[src/rtl/pigment_pkg.sv]
`default_nettype none
// ============================================================================
//  Module   : pigment_pkg
//  Purpose  : Shared types and constants for the pigment dispenser: sequencer
//             state encoding, recipe table, timing defaults, colour indices.
//  Revision : 1.0  initial release
// ============================================================================
package pigment_pkg;

    // Sequencer states, 3-bit encoding
    typedef enum logic [2:0] {
        ST_IDLE      = 3'd0,
        ST_R_DROP    = 3'd1,
        ST_R_TO_Y    = 3'd2,
        ST_Y_DROP    = 3'd3,
        ST_Y_TO_B    = 3'd4,
        ST_B_DROP    = 3'd5,
        ST_B_TO_HOME = 3'd6,
        ST_DONE      = 3'd7
    } state_t;

    // Timing and width defaults
    localparam int unsigned c_depth_default = 5;
    localparam int unsigned c_move_default  = 2;
    localparam int unsigned c_cnt_w_default = 10;

    // Colour index into a recipe row
    localparam int unsigned c_col_r = 0;
    localparam int unsigned c_col_y = 1;
    localparam int unsigned c_col_b = 2;

    // Drop rounds per colour for ids 0..7 (row = {r, y, b})
    localparam int unsigned c_recipe [0:7][0:2] = '{
        '{2, 4, 7},
        '{5, 0, 0},
        '{0, 5, 0},
        '{0, 0, 5},
        '{3, 3, 0},
        '{0, 3, 3},
        '{3, 0, 3},
        '{2, 2, 2}
    };

    // One bit per color_id value; ids 8..15 are unsupported
    localparam logic [15:0] c_valid_mask = 16'h00FF;

endpackage
`default_nettype wire

[src/rtl/pigment_recipe_rom.sv]
`default_nettype none
// ============================================================================
//  Module   : pigment_recipe_rom
//  Purpose  : Combinational lookup from color_id to per-pigment drop rounds
//             plus a valid flag. Shared with the UI display block.
//  Revision : 1.0  initial release
// ============================================================================
module pigment_recipe_rom
    import pigment_pkg::*;
#(
    parameter int unsigned CNT_W = c_cnt_w_default
) (
    input  logic [3:0]       color_id,
    output logic [CNT_W-1:0] r_cnt,
    output logic [CNT_W-1:0] y_cnt,
    output logic [CNT_W-1:0] b_cnt,
    output logic             valid
);

    // Table lookup; invalid ids report zero counts
    always_comb begin
        valid = c_valid_mask[color_id];
        r_cnt = '0;
        y_cnt = '0;
        b_cnt = '0;
        if (valid) begin
            r_cnt = CNT_W'(c_recipe[color_id[2:0]][c_col_r]);
            y_cnt = CNT_W'(c_recipe[color_id[2:0]][c_col_y]);
            b_cnt = CNT_W'(c_recipe[color_id[2:0]][c_col_b]);
        end
    end

endmodule
`default_nettype wire

[src/rtl/pigment_dispense_sequencer.sv]
`default_nettype none
// ============================================================================
//  Module   : pigment_dispense_sequencer
//  Purpose  : Runs the carriage red -> yellow -> blue -> home for a latched
//             recipe, driving one-hot motor enables and carriage direction.
//             Outputs are registered from the next state (Moore).
//  Revision : 1.0  initial release
// ============================================================================
module pigment_dispense_sequencer
    import pigment_pkg::*;
#(
    parameter int unsigned DEPTH = c_depth_default,
    parameter int unsigned MOVE  = c_move_default,
    parameter int unsigned CNT_W = c_cnt_w_default
) (
    input  logic       clk_cnt,
    input  logic       rst,
    input  logic       req,
    input  logic [3:0] color_id,
    output logic       busy,
    output logic       done,
    output logic       err,
    output logic       en_r,
    output logic       en_y,
    output logic       en_b,
    output logic       dir
);

    // Tick counter must reach the longer of a drop round and the return trip
    localparam int unsigned c_sec_max = (DEPTH > 2 * MOVE) ? DEPTH : 2 * MOVE;
    localparam int unsigned c_sec_w   = (c_sec_max > 1) ? $clog2(c_sec_max) : 1;
    localparam logic [c_sec_w-1:0] c_sec_drop_last = c_sec_w'(DEPTH - 1);
    localparam logic [c_sec_w-1:0] c_sec_move_last = c_sec_w'(MOVE - 1);
    localparam logic [c_sec_w-1:0] c_sec_home_last = c_sec_w'(2 * MOVE - 1);
    localparam logic [c_sec_w-1:0] c_sec_one       = c_sec_w'(1);
    localparam logic [CNT_W-1:0]   c_cnt_one       = CNT_W'(1);

    logic [CNT_W-1:0]   w_rom_r;
    logic [CNT_W-1:0]   w_rom_y;
    logic [CNT_W-1:0]   w_rom_b;
    logic               w_rom_valid;
    logic [CNT_W-1:0]   w_cur_cnt;
    logic               w_drop_end;
    logic               w_accept;
    state_t             w_nxt;

    state_t             r_state;
    logic [c_sec_w-1:0] r_sec;
    logic [CNT_W-1:0]   r_rnd;
    logic [CNT_W-1:0]   r_cnt_r;
    logic [CNT_W-1:0]   r_cnt_y;
    logic [CNT_W-1:0]   r_cnt_b;

    pigment_recipe_rom #(
        .CNT_W (CNT_W)
    ) u_rom (
        .color_id (color_id),
        .r_cnt    (w_rom_r),
        .y_cnt    (w_rom_y),
        .b_cnt    (w_rom_b),
        .valid    (w_rom_valid)
    );

    assign w_accept = (r_state == ST_IDLE) && req && w_rom_valid;

    // Round target of the drop state in progress and its end condition
    always_comb begin
        w_cur_cnt = '0;
        case (r_state)
            ST_R_DROP: w_cur_cnt = r_cnt_r;
            ST_Y_DROP: w_cur_cnt = r_cnt_y;
            ST_B_DROP: w_cur_cnt = r_cnt_b;
            default:   w_cur_cnt = '0;
        endcase
        w_drop_end = (r_sec == c_sec_drop_last) && (r_rnd == w_cur_cnt - c_cnt_one);
    end

    // Next state; zero-round drops are skipped straight to the following move
    always_comb begin
        w_nxt = r_state;
        case (r_state)
            ST_IDLE:
                if (w_accept)
                    w_nxt = (w_rom_r != '0) ? ST_R_DROP : ST_R_TO_Y;
            ST_R_DROP:
                if (w_drop_end) w_nxt = ST_R_TO_Y;
            ST_R_TO_Y:
                if (r_sec == c_sec_move_last)
                    w_nxt = (r_cnt_y != '0) ? ST_Y_DROP : ST_Y_TO_B;
            ST_Y_DROP:
                if (w_drop_end) w_nxt = ST_Y_TO_B;
            ST_Y_TO_B:
                if (r_sec == c_sec_move_last)
                    w_nxt = (r_cnt_b != '0) ? ST_B_DROP : ST_B_TO_HOME;
            ST_B_DROP:
                if (w_drop_end) w_nxt = ST_B_TO_HOME;
            ST_B_TO_HOME:
                if (r_sec == c_sec_home_last) w_nxt = ST_DONE;
            ST_DONE:
                w_nxt = ST_IDLE;
            default:
                w_nxt = ST_IDLE;
        endcase
    end

    // State, counters, latched recipe and registered Moore outputs
    always_ff @(posedge clk_cnt or posedge rst) begin
        if (rst) begin
            r_state <= ST_IDLE;
            r_sec   <= '0;
            r_rnd   <= '0;
            r_cnt_r <= '0;
            r_cnt_y <= '0;
            r_cnt_b <= '0;
            busy    <= 1'b0;
            done    <= 1'b0;
            err     <= 1'b0;
            en_r    <= 1'b0;
            en_y    <= 1'b0;
            en_b    <= 1'b0;
            dir     <= 1'b0;
        end else begin
            r_state <= w_nxt;

            if (w_accept) begin
                r_cnt_r <= w_rom_r;
                r_cnt_y <= w_rom_y;
                r_cnt_b <= w_rom_b;
            end

            if (w_nxt != r_state) begin
                r_sec <= '0;
                r_rnd <= '0;
            end else if (r_state == ST_R_DROP || r_state == ST_Y_DROP ||
                         r_state == ST_B_DROP) begin
                if (r_sec == c_sec_drop_last) begin
                    r_sec <= '0;
                    r_rnd <= r_rnd + c_cnt_one;
                end else begin
                    r_sec <= r_sec + c_sec_one;
                end
            end else if (r_state != ST_IDLE) begin
                r_sec <= r_sec + c_sec_one;
            end

            busy <= (w_nxt != ST_IDLE);
            done <= (w_nxt == ST_DONE);
            en_r <= (w_nxt == ST_R_DROP);
            en_y <= (w_nxt == ST_Y_DROP);
            en_b <= (w_nxt == ST_B_DROP);
            dir  <= (w_nxt == ST_B_TO_HOME);
            err  <= (r_state == ST_IDLE) && req && !w_rom_valid;
        end
    end

endmodule
`default_nettype wire

[config.mk]
export PLATFORM = sky130hd
export DESIGN_NAME = pigment_dispense_sequencer
export DESIGN_NICKNAME = d
export VERILOG_FILES = /design/src/rtl/pigment_pkg.sv /design/src/rtl/pigment_recipe_rom.sv /design/src/rtl/pigment_dispense_sequencer.sv
export SDC_FILE = /design/constraint.sdc
export NUM_CORES = 1
export LEC_CHECK = 0
export ABC_AREA = 1
export CORE_AREA = 2 2 89 108
export DETAILED_ROUTE_END_ITERATION = 8
export DIE_AREA = 0 0 91 110
export HOLD_SLACK_MARGIN = 0.06
export PLACE_DENSITY = 0.48
export SETUP_SLACK_MARGIN = 0.5
export SLEW_MARGIN = 20
export SYNTH_ARGS = -nofsm -noshare
export SYNTH_HDL_FRONTEND = slang
export SYNTH_SLANG_ARGS = --single-unit
[constraint.sdc]
create_clock -name clk_cnt -period 2.47 [get_ports clk_cnt]
set_clock_uncertainty 0.15 [all_clocks]
set_input_delay 0.494 -clock clk_cnt [delete_from_list [all_inputs] [get_ports clk_cnt]]
set_output_delay 0.494 -clock clk_cnt [all_outputs]
set_load 0.02 [all_outputs]
Word level (Yosys, flattened, before mapping):

Memories as Yosys holds them, arrays and structs flattened.
Index checks and enable logic that the tools add are counted.
W data, S select, Z words.

* bits in read-only memories: 784
* memories kept: 2
* logic and storage cells: 80
* flip-flop bits (word level): 53
* bits of input ports: 7

* bitwise operators: 1
* reduce and logical (&&, ||, !) cells: 17
* muxes and demuxes: 25
* add/sub/neg operators: 3
* equality and inequality tests: 17
* order comparisons: 2

Memory list
* (name not given): depth 8, bits a word 96, read ports 1, clocked after memory_dff 0, write ports 0, RTL line pigment_recipe_rom.sv:27 `r_cnt = CNT_W'(c_recipe[color_id[2:0]][c_col_r]);`
* (name not given): depth 16, bits a word 1, read ports 1, clocked after memory_dff 0, write ports 0, RTL line pigment_recipe_rom.sv:22 `valid = c_valid_mask[color_id];`

Operators with widths (count)
* $mux W74: 2
* $mux W10: 6
* $mux W3: 12
* $pmux W10 S3: 1
* $reduce_bool A10 Y1: 3
* $eq A3 B3 Y1 const B: 8
* $pmux W3 S8: 1
* $eq A3 B2 Y1 const B: 4
* $add A10 B1 Y10 const B: 1
* $eq A10 B10 Y1: 1
* $sub A10 B1 Y10 const B: 1
* $eq A3 B1 Y1 const B: 3
* $reduce_bool A3 Y1: 3
* $lt A4 B5 Y1 const B: 1
* $ge A4 B4 Y1 const B: 1
* $logic_and A1 B1 Y1: 4
* $mux W2: 2
* $not A3 Y4: 1
* $reduce_bool A2 Y1: 2
* $add A3 B1 Y3 const B: 1
* $logic_not A3 Y1: 1
* $ne A3 B3 Y1: 1
* $logic_or A1 B1 Y1: 2
* $reduce_and A2 Y1: 1
* other kinds (2): 2

Depth between registers and ports, before layout:

Gate-level depths: netlist of run 1.

* depth in word-level cells: 12
* depth in mapped cells: 20
* depth with buffers taken out: 19

By module:

Synthesis of run 1 repeated with hierarchy kept, for this count alone.

* cell total of the unflattened synthesis: 525
* area total of the unflattened synthesis: 3708.6 um2

Modules (own cells, without submodules)
* pigment_dispense_sequencer: area an instance 3373.2 um2, instances 1, cells each 468
* pigment_recipe_rom: area an instance 335.3 um2, instances 1, cells each 57

Least setup slack after synthesis of run 1:

No wires, ideal clock.

* kind: register -> register
* start point: register r_state[2]
* end point: register r_rnd[0]
* data required time: 2.240 ns
* path slack: -0.150 ns
* data arrival time: 2.390 ns
* buffers on the path: 1
* period minus slack after synthesis: 2.620 ns
* cell stages (with the launch flop): 21
* path through: dfrtp_1 buf_6 inv_4 nand3_2 nor2_1 nor2_4 ha_1 xnor2_1 nor2_1 nand2_1 nor2_1 nand2_1 nor2_4 nand3_2 nand2_1 nand3_2 nand2_2 nand2_1 nand2_4 nand2_4 nor3_2

* word-level cells in the longest chain between the ends: 10
* elaborated cells between the ends (all ways): 29
* those cells by class: 1 x add/sub; 9 x eq/ne; 10 x mux; 9 x reduce/logical

RTL lines
* start: declaration: RTL line pigment_dispense_sequencer.sv:47 `state_t r_state;`
* start signal: assignment: RTL line pigment_dispense_sequencer.sv:123 `r_state <= w_nxt;`
* $eq A3 B3 Y1, or another cell as far along: RTL line pigment_dispense_sequencer.sv:69, pigment_dispense_sequencer.sv:81, pigment_dispense_sequencer.sv:135
* $pmux W10 S3: RTL line pigment_dispense_sequencer.sv:69 `case (r_state)`
* $sub A10 B1 Y10: RTL line pigment_dispense_sequencer.sv:75 `w_drop_end = (r_sec == c_sec_drop_last) && (r_rnd == w_cur_cnt - c_cnt_one);`
* $eq A10 B10 Y1: RTL line pigment_dispense_sequencer.sv:75
* $logic_and A1 B1 Y1: RTL line pigment_dispense_sequencer.sv:75
* $mux W3 (on tied branches): RTL line pigment_dispense_sequencer.sv:96, pigment_dispense_sequencer.sv:86, pigment_dispense_sequencer.sv:91
* $pmux W3 S8: RTL line pigment_dispense_sequencer.sv:81 `case (r_state)`
* $ne A3 B3 Y1: RTL line pigment_dispense_sequencer.sv:131 `if (w_nxt != r_state) begin`
* $reduce_bool A2 Y1 (no source line)
* $reduce_and A2 Y1 (no source line)
* end signal: assignment: RTL line pigment_dispense_sequencer.sv:138 `r_rnd <= r_rnd + c_cnt_one;`
* end: declaration: RTL line pigment_dispense_sequencer.sv:49 `logic [CNT_W-1:0] r_rnd;`

Parallel ways exist; a longest one is shown, timed or not.
A chain may end at the register's enable or synchronous reset.

Final worst setup path of run 1:

* start point: register r_state[2]
* end point: register en_r

* word-level cells in the longest chain between the ends: 8
* elaborated cells between the ends (all ways): 23
* those cells by class: 1 x add/sub; 9 x eq/ne; 9 x mux; 4 x reduce/logical

RTL lines
* $eq A3 B3 Y1, or another cell as far along: RTL line pigment_dispense_sequencer.sv:69, pigment_dispense_sequencer.sv:81
* $pmux W10 S3: RTL line pigment_dispense_sequencer.sv:69
* $sub A10 B1 Y10: RTL line pigment_dispense_sequencer.sv:75
* $eq A10 B10 Y1: RTL line pigment_dispense_sequencer.sv:75
* $logic_and A1 B1 Y1: RTL line pigment_dispense_sequencer.sv:75
* $mux W3 (on tied branches): RTL line pigment_dispense_sequencer.sv:96, pigment_dispense_sequencer.sv:86, pigment_dispense_sequencer.sv:91
* $pmux W3 S8 *: RTL line pigment_dispense_sequencer.sv:81
* via w_nxt[1]: RTL line pigment_dispense_sequencer.sv:45 `state_t w_nxt;`
* $eq A3 B1 Y1 *: RTL line pigment_dispense_sequencer.sv:148 `en_r <= (w_nxt == ST_R_DROP);`
* end signal: assignment: RTL line pigment_dispense_sequencer.sv:148
* end: declaration: RTL line pigment_dispense_sequencer.sv:23 `output logic en_r,`

Mark *: on every way through the listed nets, which the timed path passes. The rest lies on a longest branch.

==> results.md, run 1 <==
Status:
- The flow ran to the end, but the final reports show violations.
- The checks that failed: setup timing.

Detailed routing:
- The number of vias per cell is 4.36.
- The routed wire length per instance is 11.6 µm.
- The wire length after detailed routing is 5.52 mm.
- For this run, design rule violations remaining after detail routing come to 0.
- After the first detailed-routing iteration, the DRC count stood at 69.
- The first detailed-routing pass took 4 iterations.
- The detail route stage leaves a number of antenna-violating nets equal to 0.
- The total number of vias is 2065.

Die:
- The core area is 8940 µm².
- The die covers 10000 µm².
- The width of the die is 91 µm.
- The cell row count is 38.
- The effective utilization at floorplan is 24.3%.
- The number of top-level design ports is 14.
- The vertical die dimension is 110 µm.

Timing:
- The relative max-transition margin is 72.9%.
- The number of hold-slack violations in the final timing report is 0.
- The smallest clock period supported by the final layout is computed as 2.64 ns.
- For the pin with the worst max-slew slack, the measured transition is 0.406 ns.
- Setup slack on the critical path of the routed design comes to -0.168 ns.
- The count of final setup violators is 17.
- The max-slew violation count is 0.
- Setup repair after global routing could not meet its margin everywhere.
- On the final layout, the worst hold slack is 0.395 ns.
- Of the available clock period, the critical path in the final layout requires 107%.
- The upper clock frequency limit is 379 MHz.

Logic synthesis:
- The sequential fraction of the synthesis area is 36.9%.
- The count of flip-flops with a built-in enable after synthesis is 0.
- The netlist uses 33 different library cells.
- Synthesis produced a netlist whose cell count is 286.
- The synthesis warning total is 0.
- The synthesized flop and latch total is 32.
- The number of nets handed over by synthesis was 303.
- The mapped netlist covers 2170 µm².
- For this run, asynchronously set or reset flops after synthesis account for 100%.
- The mean post-synth cell area is 7.58 µm².
- The main flop type after synthesis is dfrtp_1.

Pwr:
- The cell leakage power is 1.46 nW.
- Across the VDD grid, the largest voltage drop is 375 µV.
- In this run the power density over the cells is 1290 nW/µm².
- The total design power is 3.97 mW.

GRT:
- For this run, global-route usage on met3 was measured as 2.11%.
- The total congestion overflow is 0.
- For this run, global-route usage on met1 was measured as 13.4%.
- The pin count of the biggest net entering global routing is 33.
- Global routing consumed, over all layers together, 11.9% of the routing resources.
- The most crowded layer after global routing is met2.
- The met2 usage in global routing is 21.9%.
- The wire length of the first global-routing pass is 9.41 mm.
- The via count of the first global-routing pass is 2051.
- The number of antenna violations at the first check in global routing came to 0.

Clocking:
- In this run, CTS created clock tree buffers numbering 5.
- Hold repair after CTS inserted 0 buffers.
- The CTS sink count is 32.
- In this run the clock root is driven by a clkbuf_8.
- The number of levels the H-tree was split into is 2.
- After clock tree synthesis, the clock-pin slew on the worst setup and hold paths is 0.07 ns.
- The clock insertion delay at the later pin of the skew report is 0.29 ns.
- The longest clock path from root to sink contains 2 buffers.
- The CTS tree is yes.

Setup path:
- The worst path required time is 2.53 ns.
- In this run the worst path has a maximum fanout of 4.
- Walking the worst path, the cells encountered are inv_8 -> nand4_1 -> buf_4 -> buf_4 -> buf_4 -> buf_4 -> nand4_1 -> nand2_1 -> nor2_1 -> nand2_1 -> nor2_4 -> nand3_2 -> nand2_2 -> nand3_4 -> nand2_4 -> buf_6 -> buf_6 -> inv_4 -> nor3_2.
- The worst setup path is captured at a flip-flop.
- Among all stages on the critical path, the largest delay is contributed by dfrtp_2.
- The longest individual stage delay on the worst path is 0.47 ns.
- The most common cell type on the critical path is buf_4.
- STA classifies the critical path startpoint as a flip-flop.
- The start-to-end type of the worst setup path is reg2reg.
- The worst reg-to-reg path cell count is 19.
- At the worst endpoint, the arrival time is 2.70 ns.
- Across all register-to-register paths, the minimum setup slack is -0.17 ns.

Layout:
- The share of final-layout standard cells stronger than drive strength 1 is 31.6%.
- The net count of the finished layout is 370.
- Leaving out fill and tap cells, the most frequent cells in the layout are nand2_1, buf_4, inv_1.
- The layout overhead on the synthesized area is 42.2%.
- Registers take 803 µm².
- Leaving out fill and tap cells, the most frequent cell in the layout is nand2_1.
- The repair_antennas step left the layout with diodes totalling 0.
- The total of fill cells in the finished design is 1009.
- The total area of multi-input combinational cells is 1350 µm².

Worst hold path:
- The path class of the tightest hold or removal check is reg2reg.
- The worst hold path was traced through 2 stages.

Place:
- The final weighted congestion in routability-driven placement is 0.849.
- Input and output buffers added on the ports amount to 13.
- After legalization and detailed placement, the total HPWL measured 4.28 mm.

Flow run:
- Max-cap violations in this run came to 0.
[sequential cells by signal, indices dropped and copies added, names as in the netlist, 3 cells and up]
| name | flops |
|---|---|
| r_sec | 3 |
| r_cnt_b | 3 |
| r_rnd | 10 |
| r_cnt_r | 3 |
| r_state | 3 |
| r_cnt_y | 3 |
[power by group]
group          switching, mW  total, mW  internal, mW
Combinational           1.57       2.81          1.24
Clock                  0.196      0.393         0.198
Sequential             0.114      0.774         0.660
Total                   1.88       3.97          2.10
[what timing repair did]
| action | 4_1_cts | 5_1_grt |
|---|---|---|
| pin swaps | 4 | 6 |
| cloned | 0 | 1 |
| endpoints found under the hold margin | 0 | 0 |
| endpoints found under the setup margin | 21 | 25 |
| resized for setup | 9 | 31 |
| setup buffers | 9 | 2 |
[per-layer routing]
layer	wire (µm)	up-vias
met1	2390	955
met2	2850	26
met4	157	0
met3	117	13
li1	-	1071
met5	0	-
[critical path: cells and delay by family (launching register included)]
family        cells  cell delay, ns
buf+inv           8            0.85
flops             1            0.47
simple gates     11            1.10
[per-stage QoR]
stage               TNS (ns)  setup slack, ns  instance area (µm²)  cells  util, %
finish                 -2.13           -0.168                 3080    474     34.5
global route           -5.69           -0.367                 3080    474     34.5
CTS                    -2.19           -0.151                 2930    471     32.8
detailed placement     -3.26           -0.248                 2750    454     30.8
global placement       -3.26           -0.240                 2750    454     30.8
floorplan             -0.482          -0.0594                 2210    286        -
[final timing paths]
kind                            start    endpoint
setup / recovery           r_state[2]        en_r
hold / removal             r_cnt_y[2]  r_cnt_y[2]
setup reg to reg           r_state[2]        en_r
hold reg to reg            r_cnt_y[2]  r_cnt_y[2]
max in group asynchronous         rst  r_state[2]
min in group asynchronous         rst    r_rnd[4]
[cell usage after synthesis, drive strengths merged (2+ instances only)]
master	n	area share (%)
a21oi	5	1.5
and3	2	0.58
buf	3	1.6
clkbuf	2	0.35
dfrtp	32	37
ha	10	5.8
inv	42	7.4
nand2	70	13
nand3	30	7.8
nand4	20	5.8
nor2	38	8.2
nor3	8	3.1
o21ai	9	2.1
o31ai	2	0.69
xnor2	3	1.2
xor2	4	1.6
[area by class of cell]
cell class / instances / area share, %
multi-input combinational: 208 / 43.8
sequential: 32 / 26.1
tap: 120 / 4.87
inverter: 42 / 5.52
clock buffer: 7 / 2.48
timing repair buffer: 64 / 17.1
clock inverter: 1 / 0.162
[logic make-up (layout without fill, tap and decap cells)]
logic type               count (synthesis)  after routing  synth area share, %
XOR/XNOR                                 7              7                 2.83
buffers and inverters                   47            114                 9.29
flip-flops                              32             32                 36.9
adder cells (fa/ha/maj)                 10             10                 5.77
AO/OA/AOI/OAI                           19             19                 5.37
AND/OR/NAND/NOR                        171            172                 39.8
Power figures use the tool's default switching activity.
==> inputs of run 2 (changes only) <==
--- a/config.mk
+++ b/config.mk
@@ -9,7 +9,6 @@
 export CORE_AREA = 2 2 89 108
 export DETAILED_ROUTE_END_ITERATION = 8
 export DIE_AREA = 0 0 91 110
-export HOLD_SLACK_MARGIN = 0.06
 export PLACE_DENSITY = 0.48
 export SETUP_SLACK_MARGIN = 0.5
 export SLEW_MARGIN = 20
==> results of run 2 <==
Same layout as run 1: the final DEF is identical, and so are final timing and power.
